<file path="config.mk">
export PLATFORM = sky130hd
export DESIGN_NAME = uart_io_flat
export DESIGN_NICKNAME = d
export VERILOG_FILES = /design/src/rtl/uart_io_if.sv /design/src/rtl/uart_io.sv /design/src/flat_wrapper.sv
export SDC_FILE = /design/constraint.sdc
export NUM_CORES = 1
export LEC_CHECK = 0
export BUFFER_PORTS_ARGS = -buffer_cell sky130_fd_sc_hd__clkbuf_2
export CORE_AREA = 2 2 106 108
export CTS_CLUSTER_DIAMETER = 80
export DETAILED_ROUTE_END_ITERATION = 8
export DIE_AREA = 0 0 108 110
export SYNTH_ARGS = -nofsm -noshare
export SYNTH_HDL_FRONTEND = slang
export SYNTH_SLANG_ARGS = --single-unit
</file>
<file path="constraint.sdc">
create_clock -name clk -period 2.4 [get_ports clk]
set_input_delay 0.36 -clock clk [delete_from_list [all_inputs] [get_ports clk]]
set_output_delay 0.36 -clock clk [all_outputs]
set_load 0.02 [all_outputs]
</file>
<file path="src/rtl/uart_io_if.sv">
// rtl/uart_io_if.sv - processor port bus between the CPU I/O ports and uart_io
interface uart_io_if;
    logic [7:0] tx_data;
    logic [7:0] ctrl;
    logic [7:0] status;
    logic [7:0] rx_data;

    // CPU side: writes out_p1/out_p2, reads in_p0/in_p1
    modport master (
        output tx_data,
        output ctrl,
        input  status,
        input  rx_data
    );

    // Peripheral side
    modport slave (
        input  tx_data,
        input  ctrl,
        output status,
        output rx_data
    );
endinterface

</file>
<file path="src/rtl/uart_io.sv">
// rtl/uart_io.sv - toggle-commanded UART on CPU ports, 8N1 or 8E1 when UART_IO_PARITY_EN is defined
module uart_io #(
    parameter int CLKS_PER_BIT = 434
) (
    input  logic      clk,
    input  logic      reset,
    input  logic      rxd,
    output logic      txd,
    uart_io_if.slave  bus
);

    localparam int TW = (CLKS_PER_BIT > 1) ? $clog2(CLKS_PER_BIT) : 1;
    localparam logic [TW-1:0] BIT_LAST  = TW'(CLKS_PER_BIT - 1);
    localparam logic [TW-1:0] HALF_LAST = TW'(CLKS_PER_BIT / 2 - 1);

    typedef enum logic [2:0] {
        TX_IDLE,
        TX_START,
        TX_DATA,
`ifdef UART_IO_PARITY_EN
        TX_PARITY,
`endif
        TX_STOP
    } tx_state_t;

    typedef enum logic [2:0] {
        RX_IDLE,
        RX_START,
        RX_DATA,
`ifdef UART_IO_PARITY_EN
        RX_PARITY,
`endif
        RX_STOP,
        RX_WAIT_HIGH
    } rx_state_t;

    // Commands are bit toggles, so edges are found against last cycle's value
    logic [1:0] ctrl_q;
    logic       go_evt;
    logic       ack_evt;

    assign go_evt  = bus.ctrl[0] ^ ctrl_q[0];
    assign ack_evt = bus.ctrl[1] ^ ctrl_q[1];

    // Command history register
    always_ff @(posedge clk) begin
        if (reset) ctrl_q <= 2'b00;
        else       ctrl_q <= bus.ctrl[1:0];
    end

    // ---------------- transmitter ----------------
    tx_state_t   tx_state, tx_state_d;
    logic [TW-1:0] tx_timer, tx_timer_d;
    logic [2:0]  tx_bits, tx_bits_d;
    logic [7:0]  tx_shift, tx_shift_d;
    logic        txd_q, txd_d;
    logic        tx_busy, tx_busy_d;
    logic        tx_drop, tx_drop_d;
    logic        tx_tick;
`ifdef UART_IO_PARITY_EN
    logic        tx_par, tx_par_d;
`endif

    assign tx_tick = (tx_timer == BIT_LAST);

    // TX next-state: shift register holds the latched byte, so later tx_data writes are harmless
    always_comb begin
        tx_state_d = tx_state;
        tx_timer_d = tx_timer;
        tx_bits_d  = tx_bits;
        tx_shift_d = tx_shift;
        txd_d      = txd_q;
        tx_busy_d  = tx_busy;
        tx_drop_d  = tx_drop;
`ifdef UART_IO_PARITY_EN
        tx_par_d   = tx_par;
`endif
        if (tx_state != TX_IDLE)
            tx_timer_d = tx_tick ? '0 : tx_timer + 1'b1;
        case (tx_state)
            TX_IDLE: begin
                if (go_evt) begin
                    tx_state_d = TX_START;
                    tx_timer_d = '0;
                    tx_shift_d = bus.tx_data;
                    txd_d      = 1'b0;
                    tx_busy_d  = 1'b1;
                    tx_drop_d  = 1'b0;
`ifdef UART_IO_PARITY_EN
                    tx_par_d   = ^bus.tx_data;
`endif
                end
            end
            TX_START: begin
                if (tx_tick) begin
                    tx_state_d = TX_DATA;
                    tx_bits_d  = 3'd0;
                    txd_d      = tx_shift[0];
                end
            end
            TX_DATA: begin
                if (tx_tick) begin
                    if (tx_bits == 3'd7) begin
`ifdef UART_IO_PARITY_EN
                        tx_state_d = TX_PARITY;
                        txd_d      = tx_par;
`else
                        tx_state_d = TX_STOP;
                        txd_d      = 1'b1;
`endif
                    end else begin
                        tx_bits_d  = tx_bits + 3'd1;
                        tx_shift_d = {1'b0, tx_shift[7:1]};
                        txd_d      = tx_shift[1];
                    end
                end
            end
`ifdef UART_IO_PARITY_EN
            TX_PARITY: begin
                if (tx_tick) begin
                    tx_state_d = TX_STOP;
                    txd_d      = 1'b1;
                end
            end
`endif
            TX_STOP: begin
                if (tx_tick) begin
                    tx_state_d = TX_IDLE;
                    tx_busy_d  = 1'b0;
                end
            end
            default: begin
                tx_state_d = TX_IDLE;
                txd_d      = 1'b1;
                tx_busy_d  = 1'b0;
            end
        endcase
        if (go_evt && tx_state != TX_IDLE)
            tx_drop_d = 1'b1;
    end

    // TX state register; reset forces the line idle even mid-frame
    always_ff @(posedge clk) begin
        if (reset) begin
            tx_state <= TX_IDLE;
            tx_timer <= '0;
            tx_bits  <= 3'd0;
            tx_shift <= 8'h00;
            txd_q    <= 1'b1;
            tx_busy  <= 1'b0;
            tx_drop  <= 1'b0;
`ifdef UART_IO_PARITY_EN
            tx_par   <= 1'b0;
`endif
        end else begin
            tx_state <= tx_state_d;
            tx_timer <= tx_timer_d;
            tx_bits  <= tx_bits_d;
            tx_shift <= tx_shift_d;
            txd_q    <= txd_d;
            tx_busy  <= tx_busy_d;
            tx_drop  <= tx_drop_d;
`ifdef UART_IO_PARITY_EN
            tx_par   <= tx_par_d;
`endif
        end
    end

    // ---------------- receiver ----------------
    logic        rx_sync1, rx_sync2, rx_prev;
    logic        rx_fall;
    rx_state_t   rx_state, rx_state_d;
    logic [TW-1:0] rx_timer, rx_timer_d;
    logic [2:0]  rx_bits, rx_bits_d;
    logic [7:0]  rx_shift, rx_shift_d;
    logic [7:0]  rx_data_q, rx_data_d;
    logic        rx_valid, rx_valid_d;
    logic        rx_overrun, rx_overrun_d;
    logic        rx_ferr, rx_ferr_d;
    logic        rx_tick;
    logic        rx_perr_out;
`ifdef UART_IO_PARITY_EN
    logic        rx_par_bit, rx_par_bit_d;
    logic        rx_perr, rx_perr_d;
`endif

    assign rx_fall = rx_prev & ~rx_sync2;
    assign rx_tick = (rx_timer == BIT_LAST);

    // Synchronizer plus one extra flop for falling-edge detection
    always_ff @(posedge clk) begin
        if (reset) begin
            rx_sync1 <= 1'b1;
            rx_sync2 <= 1'b1;
            rx_prev  <= 1'b1;
        end else begin
            rx_sync1 <= rxd;
            rx_sync2 <= rx_sync1;
            rx_prev  <= rx_sync2;
        end
    end

    // RX next-state: ack is applied before a same-cycle delivery so the new byte survives it
    always_comb begin
        rx_state_d   = rx_state;
        rx_timer_d   = rx_timer;
        rx_bits_d    = rx_bits;
        rx_shift_d   = rx_shift;
        rx_data_d    = rx_data_q;
        rx_valid_d   = rx_valid;
        rx_overrun_d = rx_overrun;
        rx_ferr_d    = rx_ferr;
`ifdef UART_IO_PARITY_EN
        rx_par_bit_d = rx_par_bit;
        rx_perr_d    = rx_perr;
`endif
        if (ack_evt) begin
            rx_valid_d   = 1'b0;
            rx_overrun_d = 1'b0;
            rx_ferr_d    = 1'b0;
`ifdef UART_IO_PARITY_EN
            rx_perr_d    = 1'b0;
`endif
        end
        if (rx_state != RX_IDLE && rx_state != RX_WAIT_HIGH)
            rx_timer_d = rx_timer + 1'b1;
        case (rx_state)
            RX_IDLE: begin
                if (rx_fall) begin
                    rx_state_d = RX_START;
                    rx_timer_d = '0;
                end
            end
            RX_START: begin
                if (rx_timer == HALF_LAST) begin
                    rx_timer_d = '0;
                    rx_bits_d  = 3'd0;
                    rx_state_d = rx_sync2 ? RX_IDLE : RX_DATA;
                end
            end
            RX_DATA: begin
                if (rx_tick) begin
                    rx_timer_d = '0;
                    rx_shift_d = {rx_sync2, rx_shift[7:1]};
                    if (rx_bits == 3'd7) begin
`ifdef UART_IO_PARITY_EN
                        rx_state_d = RX_PARITY;
`else
                        rx_state_d = RX_STOP;
`endif
                    end else begin
                        rx_bits_d = rx_bits + 3'd1;
                    end
                end
            end
`ifdef UART_IO_PARITY_EN
            RX_PARITY: begin
                if (rx_tick) begin
                    rx_timer_d   = '0;
                    rx_par_bit_d = rx_sync2;
                    rx_state_d   = RX_STOP;
                end
            end
`endif
            RX_STOP: begin
                if (rx_tick) begin
                    rx_timer_d = '0;
                    if (!rx_sync2) begin
                        rx_ferr_d  = 1'b1;
                        rx_state_d = RX_WAIT_HIGH;
                    end else begin
                        rx_state_d = RX_IDLE;
                        if (!rx_valid || ack_evt) begin
                            rx_data_d  = rx_shift;
                            rx_valid_d = 1'b1;
`ifdef UART_IO_PARITY_EN
                            rx_perr_d  = (^rx_shift) ^ rx_par_bit;
`endif
                        end else begin
                            rx_overrun_d = 1'b1;
                        end
                    end
                end
            end
            RX_WAIT_HIGH: begin
                if (rx_sync2)
                    rx_state_d = RX_IDLE;
            end
            default: rx_state_d = RX_IDLE;
        endcase
    end

    // RX state and status registers
    always_ff @(posedge clk) begin
        if (reset) begin
            rx_state   <= RX_IDLE;
            rx_timer   <= '0;
            rx_bits    <= 3'd0;
            rx_shift   <= 8'h00;
            rx_data_q  <= 8'h00;
            rx_valid   <= 1'b0;
            rx_overrun <= 1'b0;
            rx_ferr    <= 1'b0;
`ifdef UART_IO_PARITY_EN
            rx_par_bit <= 1'b0;
            rx_perr    <= 1'b0;
`endif
        end else begin
            rx_state   <= rx_state_d;
            rx_timer   <= rx_timer_d;
            rx_bits    <= rx_bits_d;
            rx_shift   <= rx_shift_d;
            rx_data_q  <= rx_data_d;
            rx_valid   <= rx_valid_d;
            rx_overrun <= rx_overrun_d;
            rx_ferr    <= rx_ferr_d;
`ifdef UART_IO_PARITY_EN
            rx_par_bit <= rx_par_bit_d;
            rx_perr    <= rx_perr_d;
`endif
        end
    end

`ifdef UART_IO_PARITY_EN
    assign rx_perr_out = rx_perr;
`else
    assign rx_perr_out = 1'b0;
`endif

    assign txd         = txd_q;
    assign bus.rx_data = rx_data_q;
    assign bus.status  = {2'b00, rx_perr_out, tx_drop, rx_ferr, rx_overrun, rx_valid, tx_busy};

endmodule

</file>
<file path="src/flat_wrapper.sv">
// flat-port wrapper written by rule: the top's interface ports become plain ports
module uart_io_flat 
#(
    parameter int CLKS_PER_BIT = 434
)
  (clk, reset, rxd, txd, bus_tx_data, bus_ctrl, bus_status, bus_rx_data);
  uart_io_if bus_i ();
  input  logic clk;
  input  logic reset;
  input  logic rxd;
  output logic txd;
  input wire logic [$bits(bus_i.tx_data)-1:0] bus_tx_data;
  input wire logic [$bits(bus_i.ctrl)-1:0] bus_ctrl;
  output wire logic [$bits(bus_i.status)-1:0] bus_status;
  output wire logic [$bits(bus_i.rx_data)-1:0] bus_rx_data;
  assign bus_i.tx_data = bus_tx_data;
  assign bus_i.ctrl = bus_ctrl;
  assign bus_status = bus_i.status;
  assign bus_rx_data = bus_i.rx_data;
  uart_io #(.CLKS_PER_BIT(CLKS_PER_BIT)) u_core (.clk(clk), .reset(reset), .rxd(rxd), .txd(txd), .bus(bus_i));
endmodule
</file>
==> results.sh <==
export IMPL_fillerInstances=1121
export IMPL_cts_setup_buffers=0
export IMPL_layout_min_cycle_time_ns=1.94
export IMPL_first_pass_iters=5
export IMPL_holdBufCountCts=0
export IMPL_rsz0062_at_grt="false"
export IMPL_leakage_uw=0.00135
export IMPL_drc=0
export IMPL_grt_pass1_vias=2366
export IMPL_total_power_uw=2950
export IMPL_slew_headroom_pct=43.1
export IMPL_wl_per_cell_um=12.6
export IMPL_synth_top_family_by_area="simple AND/OR/NAND/NOR gates"
export IMPL_max_freq_mhz=516
export IMPL_syn_area_um2=3180
export IMPL_synth_edf_count=0
export IMPL_setup_viol=0
export IMPL_synthFlopType="dfxtp_1"
export IMPL_ios=36
export IMPL_io_buffers=26
export IMPL_final_antenna_net_count=0
export IMPL_dp_hpwl_um=4490
export IMPL_worst_pin_slew_ns=0.832
export IMPL_die_h_um=110
export IMPL_ctsResizeCount=0
export IMPL_critPathKind="flip-flop to flip-flop"
export IMPL_track_usage_pct=11.3
export IMPL_antenna_found_initial=0
export IMPL_avgSynthCellArea_um2=9.19
export IMPL_worstPathRequired_ns=2.64
export IMPL_core_area_um2=10700
export IMPL_drt_iter0_markers=111
export IMPL_timing_final_crit_share_pct=80.8
export IMPL_crit_fanout=15
export IMPL_cts_buffers=9
export IMPL_clk_pin_slew_worst_paths_ns=0.08
export IMPL_synthXorXnorAreaFrac_pct=3.03
export IMPL_clkSinkCount=64
export IMPL_pwr_density_cell_nw_per_um2=823
export IMPL_grt_pass1_wl_um=10800
export IMPL_hold_violations=0
export IMPL_num_vias=2513
export IMPL_end_kind="flip-flop"
export IMPL_synth_cell_type_count=62
export IMPL_synth_compound_area_share_pct=17.6
export IMPL_die_x_um=108
export IMPL_register_area_um2=1280
export IMPL_grt_ovfl_total=0
export IMPL_ir_worst_vdd_uv=330
export IMPL_ys_seq_elements=64
export IMPL_dieArea_um2=11900
export IMPL_cts_root_buf="clkbuf_8"
export IMPL_synth_fa_ha_area_share_pct=5.12
export IMPL_routabilityCongestion=0.775
export IMPL_status="completed"
export IMPL_fin_setup_tns_ns=0
export IMPL_vias_per_cell=4.96
export IMPL_synth_simple_gate_area_share_pct=18.4
export IMPL_async_flop_share_pct=0
export IMPL_cts_tree="done"
export IMPL_holdCritPathClass="primary input to flip-flop"
export IMPL_rows=38
export IMPL_grt_max_degree=27
export IMPL_syn_inst=346
export IMPL_drive_above_1_share_pct=16.3
export IMPL_start_util_pct=29.7
export IMPL_clock_skew_ns=0.0107
export IMPL_synth_seq_area_share_pct=40.3
export IMPL_clkLatencyLatePin_ns=0.34
export IMPL_wl_um=6370
export IMPL_maxSlewViolCount=0
export IMPL_ys_warn_count=0
export IMPL_cts_htree_levels=3
export IMPL_area_growth_pct=12.7
export IMPL_synth_area_mux_share_pct=8.82
export IMPL_critPathArrivalTime_ns=2.18
export IMPL_clock_path_buffers=2
export IMPL_cap_violations=0
export IMPL_multi_input_area_um2=1700
export IMPL_crit_path_start_kind="flip-flop"
export IMPL_antennaDiodeCount=0
export IMPL_nNetsFinal=394
metal layers:
layer / global-route usage, % / vias to the layer above / part of all wire (%)
met5: 0 / - / 0
met4: 4.40 / 0 / 1.3
met3: 2.82 / 7 / 3.7
met2: 18.9 / 48 / 46
met1: 13.9 / 1184 / 49
li1: - / 1274 / -
flip-flops by register name, indices dropped and copies added, names as in the netlist, 2 cells and up:
name / count
u_core.tx_timer: 9
u_core.tx_state: 2
u_core.rx_state: 3
u_core.tx_bits: 3
u_core.ctrl_q: 2
u_core.tx_shift: 8
u_core.rx_timer: 9
u_core.rx_bits: 3
u_core.bus.rx_data: 8
u_core.rx_shift: 8
power breakdown:
part	switching [uW]	internal (uW)	total [uW]
registers	69.8	1160	1230
logic	475	304	780
clock network	450	488	938
per-stage QoR:
stage | area [um2] | hold slack (ns) | util [%] | worst slack (ns) | instances
after detailed placement | 3380 | 0.396 | 31.6 | 0.478 | 491
after global routing | 3580 | 0.200 | 33.5 | 0.260 | 507
final | 3580 | 0.212 | 33.5 | 0.461 | 507
after CTS | 3580 | 0.192 | 33.5 | 0.449 | 507
after global placement | 3380 | 0.393 | 31.6 | 0.512 | 491
after floorplan | 3190 | 0.389 | - | 0.713 | 348
worst max-delay path, cell delays in order (launching register included):
cell	delay, ns
dfxtp_1	0.33
inv_1	0.11
ha_1	0.38
nor2b_1	0.32
a31o_2	0.34
a21oi_1	0.11
a311oi_1	0.27
cell families after synthesis:
logic type               after synthesis
AND/OR/NAND/NOR                      111
buffers and inverters                 43
adder cells (fa/ha/maj)               13
XOR/XNOR                              11
multiplexers                          28
AO/OA/AOI/OAI                         75
flip-flops                            64
other                                  1
synth_stat cells (3+ instances only):
cell type / number / share of area (%)
xor2_1: 6 / 1.7
buf_4: 9 / 2.1
nor3_1: 4 / 0.63
and4b_1: 3 / 0.94
or2_2: 4 / 0.79
a21oi_1: 23 / 3.6
nand3_1: 9 / 1.4
nor2_1: 36 / 4.3
xnor2_1: 5 / 1.4
nand2_1: 27 / 3.2
nor2b_1: 6 / 1.2
buf_2: 6 / 0.94
ha_1: 13 / 5.1
a21boi_0: 4 / 0.94
nand4_1: 5 / 0.98
mux2i_1: 28 / 8.8
clkbuf_1: 12 / 1.4
o21ai_0: 5 / 0.79
dfxtp_1: 64 / 40
a31oi_1: 3 / 0.59
o2111ai_1: 3 / 0.83
a311oi_1: 11 / 3.0
inv_1: 13 / 1.5
placed cells by master (no fill, tap or decap), types with 9 or more instances in the layout:
cell type,instances
nand3_1,9
clkbuf_2,26
ha_1,13
a21oi_1,23
nor2_1,36
dfxtp_1,64
clkbuf_8,9
nand2_1,27
a311oi_1,11
mux2i_1,28
inv_1,13
cell type report:
| type | instances | area share (%) |
|---|---|---|
| multi-input combinational | 241 | 47.3 |
| sequential | 64 | 35.8 |
| inverter | 14 | 1.47 |
| tap | 140 | 4.89 |
| clock inverter | 7 | 2.20 |
| clock buffer | 9 | 3.46 |
| timing repair buffer | 32 | 4.89 |
worst paths after layout:
kind                                        start                              end  slack [ns]  depth (start not counted)
hold / removal                                rxd       u_core.rx_sync1$_SDFF_PP1_        0.21                          2
setup / recovery  u_core.tx_state[0]$_SDFFE_PP0P_  u_core.tx_shift[4]$_SDFFE_PP0P_        0.46                          6
hold reg to reg        u_core.rx_sync1$_SDFF_PP1_       u_core.rx_sync2$_SDFF_PP1_        0.41                          1
setup reg to reg  u_core.tx_state[0]$_SDFFE_PP0P_  u_core.tx_shift[4]$_SDFFE_PP0P_        0.46                          6
No activity file was read; power rests on OpenSTA's default activity.
